## src/rtl/pointer_bank_if.sv

```systemverilog
// Pointer bank bus: control-unit side (master) drives selectors, data and
// strobes; the pointer bank (slave) returns the address, read byte and status.
interface pointer_bank_if #(
  parameter int NPTR  = 4,
  parameter int WIDTH = 16
);
  localparam int BYTES = WIDTH / 8;
  localparam int SW    = (NPTR  > 2) ? $clog2(NPTR)  : 1;
  localparam int BW    = (BYTES > 2) ? $clog2(BYTES) : 1;

  logic [7:0]       di;
  logic [BW-1:0]    byte_sel;
  logic [SW-1:0]    ip_sel;
  logic [SW-1:0]    dp_sel;
  logic             addr_dp;
  logic             n_oe_d;
  logic             n_we;
  logic             cnt;
  logic             cnt_dp;
  logic [WIDTH-1:0] addr_out;
  logic [7:0]       data_out;
  logic             wr_pending;

  modport master (
    output di, byte_sel, ip_sel, dp_sel, addr_dp, n_oe_d, n_we, cnt, cnt_dp,
    input  addr_out, data_out, wr_pending
  );

  modport slave (
    input  di, byte_sel, ip_sel, dp_sel, addr_dp, n_oe_d, n_we, cnt, cnt_dp,
    output addr_out, data_out, wr_pending
  );
endinterface

```

## src/rtl/pointer_bank.sv

```systemverilog
// Bank of NPTR pointer registers with selectable IP/DP roles, an address bus
// driven from IP or DP, byte-wise DP reads, staged atomic multi-byte DP
// writes (the top byte commits), and IP/DP post-increment.
module pointer_bank #(
  parameter int               NPTR      = 4,
  parameter int               WIDTH     = 16,
  parameter logic [WIDTH-1:0] RESET_VAL = '0
) (
  input logic          clk,
  input logic          rst,
  pointer_bank_if.slave pb
);
  localparam int BYTES = WIDTH / 8;

  logic [WIDTH-1:0]      ptr_q [NPTR];
  logic [WIDTH-1:0]      ptr_d [NPTR];
  logic [BYTES-2:0][7:0] stage_q;
  logic [BYTES-2:0][7:0] stage_d;
  logic                  pend_q;
  logic                  pend_d;

  logic                  top_byte_s;
  logic [WIDTH-1:0]      dp_val_s;
  logic [7:0]            data_s;

  assign top_byte_s = (int'(pb.byte_sel) == (BYTES - 1));
  assign dp_val_s   = ptr_q[pb.dp_sel];

  // Next state: increments first, staging writes next, a top-byte commit last
  // so it overrides any increment aimed at the same register. When IP and DP
  // are the same register both increments compute the same +1 value.
  always_comb begin
    ptr_d   = ptr_q;
    stage_d = stage_q;
    pend_d  = pend_q;
    if (pb.cnt) begin
      ptr_d[pb.ip_sel] = ptr_q[pb.ip_sel] + WIDTH'(1);
    end else begin
      ptr_d[pb.ip_sel] = ptr_q[pb.ip_sel];
    end
    if (pb.cnt_dp) begin
      ptr_d[pb.dp_sel] = ptr_q[pb.dp_sel] + WIDTH'(1);
    end
    if (!pb.n_we) begin
      if (top_byte_s) begin
        ptr_d[pb.dp_sel] = {pb.di, stage_q};
        stage_d          = '0;
        pend_d           = 1'b0;
      end else begin
        // Out-of-range byte indices match no slot and are ignored.
        for (int b = 0; b < BYTES - 1; b++) begin
          if (int'(pb.byte_sel) == b) begin
            stage_d[b] = pb.di;
            pend_d     = 1'b1;
          end
        end
      end
    end
  end

  // State registers with synchronous reset that overrides every other input.
  always_ff @(posedge clk) begin
    if (rst) begin
      for (int i = 0; i < NPTR; i++) begin
        ptr_q[i] <= RESET_VAL;
      end
      stage_q <= '0;
      pend_q  <= 1'b0;
    end else begin
      ptr_q   <= ptr_d;
      stage_q <= stage_d;
      pend_q  <= pend_d;
    end
  end

  // Byte read of the committed DP value; zero when disabled or out of range.
  always_comb begin
    data_s = 8'h00;
    if (!pb.n_oe_d) begin
      for (int b = 0; b < BYTES; b++) begin
        if (int'(pb.byte_sel) == b) begin
          data_s = dp_val_s[b*8 +: 8];
        end
      end
    end else begin
      data_s = 8'h00;
    end
  end

  assign pb.addr_out   = pb.addr_dp ? dp_val_s : ptr_q[pb.ip_sel];
  assign pb.data_out   = data_s;
  assign pb.wr_pending = pend_q;
endmodule

```

## src/flat_wrapper.sv

```systemverilog
// flat-port wrapper written by rule: the top's interface ports become plain ports
module pointer_bank_flat 
#(
  parameter int               NPTR      = 4,
  parameter int               WIDTH     = 16,
  parameter logic [WIDTH-1:0] RESET_VAL = '0
)
  (clk, rst, pb_di, pb_byte_sel, pb_ip_sel, pb_dp_sel, pb_addr_dp, pb_n_oe_d, pb_n_we, pb_cnt, pb_cnt_dp, pb_addr_out, pb_data_out, pb_wr_pending);
  pointer_bank_if #(.NPTR(NPTR), .WIDTH(WIDTH)) pb_i ();
  input logic clk;
  input logic rst;
  input wire logic [$bits(pb_i.di)-1:0] pb_di;
  input wire logic [$bits(pb_i.byte_sel)-1:0] pb_byte_sel;
  input wire logic [$bits(pb_i.ip_sel)-1:0] pb_ip_sel;
  input wire logic [$bits(pb_i.dp_sel)-1:0] pb_dp_sel;
  input wire logic [$bits(pb_i.addr_dp)-1:0] pb_addr_dp;
  input wire logic [$bits(pb_i.n_oe_d)-1:0] pb_n_oe_d;
  input wire logic [$bits(pb_i.n_we)-1:0] pb_n_we;
  input wire logic [$bits(pb_i.cnt)-1:0] pb_cnt;
  input wire logic [$bits(pb_i.cnt_dp)-1:0] pb_cnt_dp;
  output wire logic [$bits(pb_i.addr_out)-1:0] pb_addr_out;
  output wire logic [$bits(pb_i.data_out)-1:0] pb_data_out;
  output wire logic [$bits(pb_i.wr_pending)-1:0] pb_wr_pending;
  assign pb_i.di = pb_di;
  assign pb_i.byte_sel = pb_byte_sel;
  assign pb_i.ip_sel = pb_ip_sel;
  assign pb_i.dp_sel = pb_dp_sel;
  assign pb_i.addr_dp = pb_addr_dp;
  assign pb_i.n_oe_d = pb_n_oe_d;
  assign pb_i.n_we = pb_n_we;
  assign pb_i.cnt = pb_cnt;
  assign pb_i.cnt_dp = pb_cnt_dp;
  assign pb_addr_out = pb_i.addr_out;
  assign pb_data_out = pb_i.data_out;
  assign pb_wr_pending = pb_i.wr_pending;
  pointer_bank #(.NPTR(NPTR), .WIDTH(WIDTH), .RESET_VAL(RESET_VAL)) u_core (.clk(clk), .rst(rst), .pb(pb_i));
endmodule
```

## config.mk

```make
export PLATFORM = sky130hd
export DESIGN_NAME = pointer_bank_flat
export DESIGN_NICKNAME = d
export VERILOG_FILES = /design/src/rtl/pointer_bank_if.sv /design/src/rtl/pointer_bank.sv /design/src/flat_wrapper.sv
export SDC_FILE = /design/constraint.sdc
export NUM_CORES = 1
export LEC_CHECK = 0
export CORE_ASPECT_RATIO = 1.5
export CORE_MARGIN = 8
export CORE_UTILIZATION = 60
export DETAILED_ROUTE_END_ITERATION = 8
export GPL_ROUTABILITY_DRIVEN = 1
export PLACE_DENSITY = 0.86
export SYNTH_ARGS = -nofsm -noshare
export SYNTH_HDL_FRONTEND = slang
export SYNTH_SLANG_ARGS = --single-unit
```

## constraint.sdc

```tcl
create_clock -name clk -period 3.4 [get_ports clk]
set_clock_uncertainty 0.15 [all_clocks]
set_input_delay 0.51 -clock clk [delete_from_list [all_inputs] [get_ports clk]]
set_output_delay 0.51 -clock clk [all_outputs]
set_load 0.01 [all_outputs]
```

==> reports/results.txt <==
Outcome = finished clean
Mapped Area = 0.00568 mm2
Synth area leaders = dfxtp_1, mux4_2, nor2_1
Drt total wl = 24.2 mm
CTS sink count = 73
Most Frequent Cell on Critical Path = clkdlybuf4s50_1
Core area = 0.00925 mm2
Yosys Warn Count = 0
Buf+Inv Stages, Crit Path = 3
Element type at the critical path end = primary output
IO Count = 45
Unique masters post-synth = 65
Max-cap viol count = 0
Synth cell count leaders = nor2_1, dfxtp_1, nand2_1
RSZ-0062 raised after global routing = no
Most numerous cell in the Yosys netlist = nor2_1
Area Growth Syn to Fin = 21.2%
Maximum VDD drop = 397 uV
DR vias = 6,463
Slew Viols, Final = 0
Post-synth EDFFs = 0
Most used flip-flop cell after synthesis = dfxtp_1
Fin crit share = 0.985
Worst path required time = 2740 ps
Logic pwr share = 0.254
Slew margin rel. = 0.269
Mapped Cells = 681
DRT antenna net count = 0
GRT Overall Usage = 0.383
Top-area cell type share of the netlist area = 0.257
Mean Syn Cell Area = 8.34 um2
Hold Path Class = reg2reg
Non-Filler Instances = 862
GP Congestion = 1.08
Sequential-to-total area share from yosys stat = 0.257
Placement-stage worst setup slack = -42.8 ps
Antenna violations before repair = 1
Initial Util = 0.614
CTS H-Tree Depth = 3
Placed cell count = 843
Switching power = 0.819 mW
Largest buffer count on any clock path = 2
Largest net degree at the start of global routing = 36
Post-DP HPWL = 17.0 mm
Die ar. = 0.0129 mm2
Vias in the first global route = 6,299
Crit-path cells = clkdlybuf4s50_1 > buf_12 > mux4_2 > mux2_2 > clkdlybuf4s50_1
GRT Residual Overflow = 0
Layout cells sized above 1 = 0.180
Fin crit period = 3350 ps
WP data arrival = 2690 ps
1st-iter DRT viols = 966
Sw frac = 0.315
CP delay by family, top = buffers and inverters
Clock Power Share = 0.378
Worst skew pair latency = 340 ps
Seq pwr share = 0.369
Port bufs = 44
Max incr delay on CP = 650 ps
Synth Net Count = 703
Setup violations, final = 0
Pint = 1.78 mW
Crit path max fanout = 17
Total design power = 2.60 mW
Slowest CP cell = mux4_2
Synth Register Bits = 73
Highest clock rate = 0.299 GHz
Yosys top cell by area = dfxtp_1
Number of remaining DRC errors = 0
Root buf cell = clkbuf_16
Ys async rst share = 0
Via density = 7.50
Endpoints failing hold = 0
Die Span X = 95.4 um
Post-CTS Setup Bufs = 0
Per-cell routed wire length = 28.1 um
Clk slew on worst S/H paths = 60 ps
Fin nets = 765
Setup TNS = 0 ps
Crit start category = input port
WS Path Type = in2out
Cell Pwr Density = 378 mW/mm2
Num rows = 43
Global-route wire length before repair = 36.5 mm
CTS tree = done
Leak = 2.72 nW
Slew @ Worst Pin = 1090 ps
Drt first pass iters = 7
PnR worst setup slack = 52.1 ps
R2r setup slk = 720 ps
Die Y-Extent = 135 um
Num CTS Buffers = 9
-- cell families after synthesis --
| kind of cell | after synthesis | synth area share |
|---|---|---|
| compound gates | 165 | 0.198 |
| xor+xnor | 50 | 0.0771 |
| fa+ha+maj | 2 | 0.00441 |
| buf+inv | 68 | 0.0516 |
| flops | 73 | 0.257 |
| mux | 65 | 0.191 |
| simple gates | 258 | 0.221 |
-- final timing paths --
kind,startpoint,depth (start not counted),end
max reg2reg,u_core.ptr_q[32],8,u_core.ptr_q[30]
min reg2reg,u_core.stage_q[5],2,u_core.stage_q[5]
max,pb_dp_sel[0],5,pb_addr_out[0]
min,u_core.stage_q[5],2,u_core.stage_q[5]
-- routing by layer --
metal	vias to the layer above	wire, um	global-route usage
met5	-	0	0
met4	0	2260	0.302
met3	196	2960	0.114
met2	589	11200	0.591
met1	3014	7850	0.427
li1	2664	-	-
-- per-stage QoR --
| step | cell area (um2) | hold WS (ps) | utilization |
|---|---|---|---|
| CTS | 6840 | 372 | 0.740 |
| global placement | 6540 | 342 | 0.707 |
| global route | 6880 | 408 | 0.744 |
| finish | 6890 | 371 | 0.744 |
| detailed placement | 6540 | 362 | 0.707 |
| floorplan | 5680 | 321 | - |
-- placed cells by master (no fill, tap or decap), drive strengths merged, types with 20 or more instances in the layout --
master / count
nor2: 108
dfxtp: 73
buf: 65
nand2: 53
clkdlybuf4s50: 42
xor2: 39
o21ai: 36
mux4: 32
a21oi: 29
nor3: 26
mux2i: 20
-- repair_timing --
action	4_1_cts	5_1_grt
endpoints found under the setup margin	1	4
hold buffers	0	0
gates resized for setup	1	2
hold endpoints to repair	0	0
cloned	0	1
-- cell type report --
type / instances / area, um2
Inverter: 10 / 37.5
Clock inverter: 5 / 55.1
Tap cell: 112 / 140
Clock buffer: 11 / 243
Fill cell: 706 / 2370
Timing Repair Buffer: 109 / 1010
Sequential cell: 73 / 1460
Antenna cell: 2 / 5.00
Multi-Input combinational cell: 540 / 3940
-- power by group through the flow --
stage	registers (mW)	logic, mW	clock network, mW
floorplan	0.955	0.390	0
global placement	0.969	0.618	0
detailed placement	0.972	0.627	0
CTS	0.954	0.632	0.974
global route	0.962	0.692	1.01
finish	0.959	0.661	0.982
-- sequential cells by signal (all words and copies together) (netlist names) --
register / flops
u_core.pb.wr_pending: 1
u_core.stage_q: 8
u_core.ptr_q: 64
-- worst min-delay path, cell delays in order (launching register included) --
cell	delay [ps]
dfxtp_1	330
a22oi_1	80
nor2_1	80
Note: power is estimated with default switching activity, not from simulation.
